File: src/rtl/writeback_arbiter.sv
// Register-file write-port arbiter: the ALU result always wins the port, memory results
// queue in a small FIFO and drain on ALU-idle cycles, and stale queued writes are killed.
module writeback_arbiter #(
  parameter int unsigned FIFO_DEPTH = 4
) (
  input  logic                         clk,
  input  logic                         rst,
  input  logic                         alu_valid,
  input  logic [4:0]                   alu_addr,
  input  logic [31:0]                  alu_data,
  input  logic                         mem_valid,
  output logic                         mem_ready,
  input  logic [4:0]                   mem_addr,
  input  logic [31:0]                  mem_data,
  output logic                         wr_en,
  output logic [4:0]                   wr_addr,
  output logic [31:0]                  wr_data,
  output logic [31:0]                  pending,
  output logic [$clog2(FIFO_DEPTH):0]  fifo_count
);

  localparam int unsigned PTR_W = $clog2(FIFO_DEPTH);
  localparam int unsigned CNT_W = PTR_W + 1;

  logic [FIFO_DEPTH-1:0] q_live;
  logic [4:0]            q_addr [FIFO_DEPTH];
  logic [31:0]           q_data [FIFO_DEPTH];
  logic [PTR_W-1:0]      rd_ptr;
  logic [PTR_W-1:0]      wr_ptr;

  logic alu_sel;
  logic pop;
  logic push;
  logic push_live;
  logic head_write;

  // Port selection and FIFO handshakes; live bits of unoccupied slots are always 0
  always_comb begin
    mem_ready  = rst && (fifo_count != CNT_W'(FIFO_DEPTH));
    alu_sel    = alu_valid && (alu_addr != 5'd0);
    pop        = !alu_sel && (fifo_count != '0);
    head_write = pop && q_live[rd_ptr];
    push       = mem_valid && mem_ready && (mem_addr != 5'd0);
    push_live  = !(alu_sel && (mem_addr == alu_addr));
  end

  // Pending bitmap is a pure function of the registered queue contents
  always_comb begin
    pending = '0;
    for (int i = 0; i < int'(FIFO_DEPTH); i++) begin
      if (q_live[i]) pending[q_addr[i]] = 1'b1;
    end
    pending[0] = 1'b0;
  end

  always_ff @(posedge clk or negedge rst) begin
    if (!rst) begin
      q_live     <= '0;
      rd_ptr     <= '0;
      wr_ptr     <= '0;
      fifo_count <= '0;
      wr_en      <= 1'b0;
      wr_addr    <= '0;
      wr_data    <= '0;
      for (int i = 0; i < int'(FIFO_DEPTH); i++) begin
        q_addr[i] <= '0;
        q_data[i] <= '0;
      end
    end else begin
      wr_en <= alu_sel || head_write;
      if (alu_sel) begin
        wr_addr <= alu_addr;
        wr_data <= alu_data;
      end else if (head_write) begin
        wr_addr <= q_addr[rd_ptr];
        wr_data <= q_data[rd_ptr];
      end

      // WAW kill of older queued writes to the ALU's destination
      if (alu_sel) begin
        for (int i = 0; i < int'(FIFO_DEPTH); i++) begin
          if (q_addr[i] == alu_addr) q_live[i] <= 1'b0;
        end
      end

      if (pop) begin
        q_live[rd_ptr] <= 1'b0;
        rd_ptr         <= rd_ptr + PTR_W'(1);
      end

      // A same-edge ALU write to the same register makes the new entry stale on arrival
      if (push) begin
        q_live[wr_ptr] <= push_live;
        q_addr[wr_ptr] <= mem_addr;
        q_data[wr_ptr] <= mem_data;
        wr_ptr         <= wr_ptr + PTR_W'(1);
      end

      if (push && !pop)      fifo_count <= fifo_count + CNT_W'(1);
      else if (pop && !push) fifo_count <= fifo_count - CNT_W'(1);
    end
  end

endmodule

File: config.mk
export PLATFORM = sky130hd
export DESIGN_NAME = writeback_arbiter
export DESIGN_NICKNAME = d
export VERILOG_FILES = /design/src/rtl/writeback_arbiter.sv
export SDC_FILE = /design/constraint.sdc
export NUM_CORES = 1
export LEC_CHECK = 0
export CAP_MARGIN = 10
export CORE_AREA = 2 2 207 209
export DETAILED_ROUTE_END_ITERATION = 12
export DIE_AREA = 0 0 209 211
export PLACE_DENSITY = 0.41
export SLEW_MARGIN = 20
export SYNTH_ARGS = -nofsm -noshare
export SYNTH_HDL_FRONTEND = slang
export SYNTH_SLANG_ARGS = --single-unit
File: constraint.sdc
create_clock -name clk -period 6.55 [get_ports clk]
set_input_delay 0.9825 -clock clk [delete_from_list [all_inputs] [get_ports clk]]
set_output_delay 0.9825 -clock clk [all_outputs]
set_load 0.005 [all_outputs]
==> reports/qor.yml <==
status:
  status: "finished, final reports clean"
die:
  coreArea_sq_um: 41800
  pin_count: 152
  fp.dieH_microns: 211
  die_w_microns: 209
  start_util: 0.249
  dieArea_sq_um: 44100
  rows: 75
flow_run:
  drv_cap: 0
grt:
  grt_overflow: 0
  grt_busiest_layer: "met2"
  grtUsageMet1: 0.192
  grt_max_degree: 57
  antenna_found_initial: 0
  grtUsageMet3: 0.0250
  grt_use_met2: 0.233
  grt_pass1_vias: 7401
  grt_use_total: 0.142
  grt_pass1_wl_microns: 47200
drt:
  drc: 0
  wl_per_cell_microns: 21.3
  drt_iter0_drc: 432
  vias_per_cell: 4.81
  drt_wl_total_microns: 30300
  ant_nets: 0
  drt-pass1-iter-count: 5
  vias: 6864
logic_synthesis:
  ys_seq_elements: 197
  synth-seq-area-share: 0.475
  synth_edf_count: 0
  synth_fp_nets: 840
  netlist_area_sq_um: 10400
  synth-main-ff-cell: "dfrtp_1"
  synth_cell_types: 45
  synth_cells: 752
  syn_area_per_cell_sq_um: 13.8
  yosysWarnings: 0
  synthArstFlopShare: 1.00
final_layout:
  drive_above_1_share: 0.355
  syn2layout_area_growth_pct: 24.7
  final_nets: 962
  antennaDiodeCount: 0
  multi_input_area_sq_um: 5110
  fin_util: 0.310
  num-fill-cells: 4218
  regArea_sq_um: 4930
timing:
  clock-skew-final_ns: 0.0109
  min_period_ns: 3.59
  rsz0062_at_grt: "no"
  drv_slew: 0
  slew-limit-headroom: 0.406
  worst_pin_slew_ns: 0.887
  fmax_mhz: 279
  hold_viol_final: 0
  finalSetupTns_ns: 0
  setup_viol: 0
  finalCritPeriodShare: 0.548
power:
  seqPwrFrac: 0.394
  pwr-share-clk: 0.181
  switching_share: 0.340
  pwr_density_cell_nw_per_um2: 465
  leakagePower_uw: 0.00523
  switching_power_uw: 2050
  comb_power_share: 0.425
  internal_power_uw: 3980
  p_total_uw: 6020
  ir_drop_uv: 175
placement:
  dp_hpwl_microns: 19900
  gp_congestion: 0.731
  port_buffers: 150
clock_network:
  root_buffer: "clkbuf_16"
  cts_max_level: 4
  path_clk_slew_ns: 0.08
  clkLatencyLatePin_ns: 0.45
  cts_made_buffers: 17
  cts_tree: "done"
  clock_path_buffers: 2
  postCtsSetupBuffers: 0
  clkSinkCount: 197
  postCtsResizedCells: 0
  ctsHoldBuffers: 0
critical_path:
  worstSetupPathType: "register to primary output"
  start_kind: "register"
  worstPathRequired_ns: 5.57
  r2r-start: "fifo_count[0]"
  cp_max_fo: 8
  arrival_ns: 2.61
  critPathLaunch: "q_addr[16]"
  cp-end-kind: "primary output"
worst_hold_path:
  worstHoldPathType: "primary input to async pin"
-- power by group through the flow --
stage	clock network, uW	logic, uW	registers [uW]
finish	1090	2560	2370
global route	1190	2780	2480
CTS	1140	2620	2380
detailed placement	0	2610	2400
global placement	0	2580	2400
floorplan	0	1920	2110
-- cells by family after synthesis --
group / Yosys count / synth area share
buf+inv: 68 / 0.0344
other cells: 1 / 0.000361
flops: 197 / 0.475
compound gates: 78 / 0.0595
simple gates: 111 / 0.0628
mux: 257 / 0.330
fa+ha+maj: 10 / 0.0128
xor+xnor: 30 / 0.0253
-- sequential cells by signal, summed over array words and instances (netlist names) --
signal / flops
rd_ptr: 2
wr_ptr: 2
q_data: 128
wr_en: 1
q_addr: 20
wr_data: 32
wr_addr: 5
fifo_count: 3
q_live: 4
-- synth_stat cells (6+ instances only) --
library cell  number  area [sq um]
xor2_1            12           105
or3b_2             6          52.6
a221o_1           14           140
nor3b_1            9          67.6
nand3b_1          11          82.6
and3b_1            6          52.6
mux2_2           184          2070
ha_1               9           113
buf_6              7          78.8
mux4_2            38           856
a22oi_1           17           128
nor2_1            19          71.3
clkbuf_1          25          93.8
mux2_4            29           435
and3_1             9          56.3
buf_2             15          75.1
inv_1              9          33.8
buf_4              8          60.1
o22ai_1           14          87.6
xnor2_1           18           158
nand2_1           19          71.3
nand3_1           10          50.1
dfrtp_1          197          4930
o221ai_1          16           140
-- layer usage --
metal	part of all wire	vias up
li1	-	3074
met3	0.035	28
met1	0.47	3594
met2	0.48	168
met5	0	-
met4	0.014	0
-- final timing paths --
check | end | depth (start not counted) | slack [ns]
min | wr_data[7] | 1 | 0.47
max | pending[18] | 5 | 2.96
min reg2reg | q_data[2] | 1 | 0.50
max in group asynchronous | q_data[110] | 2 | 4.93
min in group clk | q_data[2] | 1 | 0.50
max reg2reg | q_data[23] | 6 | 3.60
-- worst max-delay path, stage by stage, from the launching register on --
cell and delay [ns]:
dfrtp_1 0.48, nand2_1 0.08, nor2_1 0.68, a22oi_1 0.22, o221ai_1 0.15, clkdlybuf4s50_1 0.56
-- final cells by class --
| cell class | count | share of cell area |
|---|---|---|
| clock buffer | 18 | 0.0339 |
| clock inverter | 14 | 0.0125 |
| inverter | 10 | 0.00290 |
| multi-input combinational | 487 | 0.395 |
| sequential | 197 | 0.381 |
| tap | 539 | 0.0521 |
| timing repair buffer | 161 | 0.123 |
-- through the flow --
| step | cells | instance area (sq um) | hold WS, ns | setup WS [ns] |
|---|---|---|---|---|
| final | 1426 | 12900 | 0.473 | 2.96 |
| after global placement | 1394 | 12300 | 0.483 | 2.54 |
| after floorplan | 752 | 10400 | 0.474 | 3.33 |
| after CTS | 1426 | 12900 | 0.467 | 2.69 |
| after detailed placement | 1394 | 12300 | 0.488 | 2.53 |
| after global routing | 1426 | 12900 | 0.472 | 2.77 |
-- layout by cell type (no fill, tap or decap), types with 3 or more instances in the layout --
cell / count
a21oi_1: 5
a221o_1: 14
a22oi_1: 17
and2_1: 3
and3_1: 9
and3b_1: 6
buf_4: 11
clkbuf_16: 17
clkdlybuf4s50_1: 149
dfrtp_1: 195
ha_1: 9
inv_1: 9
inv_6: 5
inv_8: 3
mux2_2: 184
mux2_4: 29
mux2i_1: 5
mux4_2: 38
nand2_1: 15
nand2_2: 4
nand3_1: 10
nand3b_1: 11
nor2_1: 19
nor3_1: 4
nor3b_1: 7
nor4_1: 5
o21ai_0: 5
o221ai_1: 16
o22ai_1: 14
o32ai_1: 4
or3_1: 3
or3b_2: 6
xnor2_1: 18
xor2_1: 12
(Power assumes the default switching activity.)
==> RTL change (config.mk and constraints unchanged) <==
Reset style: synchronous (`rst`), changed in one clocked block.
--- a/src/rtl/writeback_arbiter.sv
+++ b/src/rtl/writeback_arbiter.sv
@@ -54,5 +54,5 @@
   end
 
-  always_ff @(posedge clk or negedge rst) begin
+  always_ff @(posedge clk) begin
     if (!rst) begin
       q_live     <= '0;
Formal check against the unedited RTL: differs if rst is asserted again (counterexample within 4 cycles, from zero or initial values and one cycle with rst low); with rst held inactive, the same outputs for 4 cycles.
==> RTL change against the unedited design <==
  * Synthesized area is 4.3% lower
  * Design area fell by 2.9%
  * Register-to-register slack got worse by 0.65 ns
  * Worst hold slack improved by 0.043 ns
  * Largest cell class is now registers
  * Setup slack worse by 0.49 ns
  * Routed wire length up 2.1%
  * Sequential cell count rose by 2
  * First-iteration DRC count decreased by 27%
Power is not compared: it rests on default switching activity, and its combinational part moved more than twofold at a synthesized area within 25%.
==> RTL change: results (changes against the unedited design) <==
metric	value	unit	change
grt_pass1_vias	7159		-3.3%
syn_nets	898		+6.9%
layout_min_cycle_time	4.08	ns	+0.493 ns
r2r-end	fifo_count[2]		
holdWs	0.516	ns	+0.0429 ns
setup.reg_to_reg.worst_slack	2.95	ns	-0.65 ns
grt_pass1_wl	46600	um	-1.4%
grt_use_met2	24.2	%	+0.92 points
dpl_cell_area	11900	um2	-3.3%
yosys_most_used_dff	edfxtp_1		
wl_per_cell	20.9	um	-1.7%
top_layer_used	met4		
wl_met2	15300	um	+4.7%
yosysSeqAreaShare	55.0	%	+7.5 points
hpwl	19600	um	-1.6%
grt_max_degree	59		+3.5%
gr-usage-met3	2.35	%	-0.15 points
first_iter_violations	315		-27%
synth.area.top_cells	edfxtp_1 (45%), dfxtp_1 (10%), and2_1 (9.4%), mux4_2 (8.6%), xnor2_1 (2.3%)		
arrival	4.44	ns	+1.83 ns
hp-class	reg -> reg		
synth.distinct_cells	51		+13%
synth_common_cells	and2_1 (149), edfxtp_1 (148), nor2_1 (52)		
place.gp.congestion	0.831		+14%
synthCells	810		+7.7%
final_nets	1017		+5.7%
finClkSkew	0.0143	ns	+0.00336 ns
crit_fanout	43		+35
run_status	completed		
synth-edff-count	148		+148
ys_async_sr_fraction	0	%	-100 points
finalNonFillerCells	1481		+3.9%
via_count	6928		+0.93%
final_layout_size_suffix_gt1_share	11.7	%	-24 points
wl_met1	14300	um	+0.45%
startpoint	mem_valid		
track_usage	14.2	%	-0.033 points
wl_met3	1220	um	+14%
dp_slack	1.99	ns	-0.539 ns
path_class	in -> reg		
r2r-start	fifo_count[0]		
dp.cells	1449		+3.9%
use_met1	18.8	%	-0.40 points
-- RTL change: logic make-up (layout without fill, tap and decap cells) --
family | after synthesis | count (layout) | synth area share, %
buffers and inverters | 69 | 201 | 3.35
muxes | 43 | 43 | 9.12
AOI/OAI and AO/OA | 157 | 157 | 11.2
other | 1 | 1 | 0.0378
and+or+nand+nor | 302 | 302 | 17.4
DFF | 199 | 199 | 55.0
adders and majority gates | 10 | 10 | 1.34
xor gates and xnor gates | 29 | 29 | 2.56
-- RTL change: layout make-up --
type | instances | area (um2)
repair buffers | 162 | 1590
multi-input cells | 542 | 4180
clock inverters | 11 | 164
clock buffers | 21 | 482
fillers | 4251 | 29200
inverters | 7 | 26.3
well taps | 539 | 674
flip-flops and latches | 199 | 5470
-- RTL change: worst max-delay path, stage by stage --
cell,delay (ns)
clkdlybuf4s50_1,0.46
nand2_1,0.05
a21oi_1,0.55
o21ai_4,0.27
inv_2,0.73
ha_1,0.32
inv_1,0.06
fa_1,0.37
xor2_1,0.18
or3_1,0.30
a21boi_0,0.15
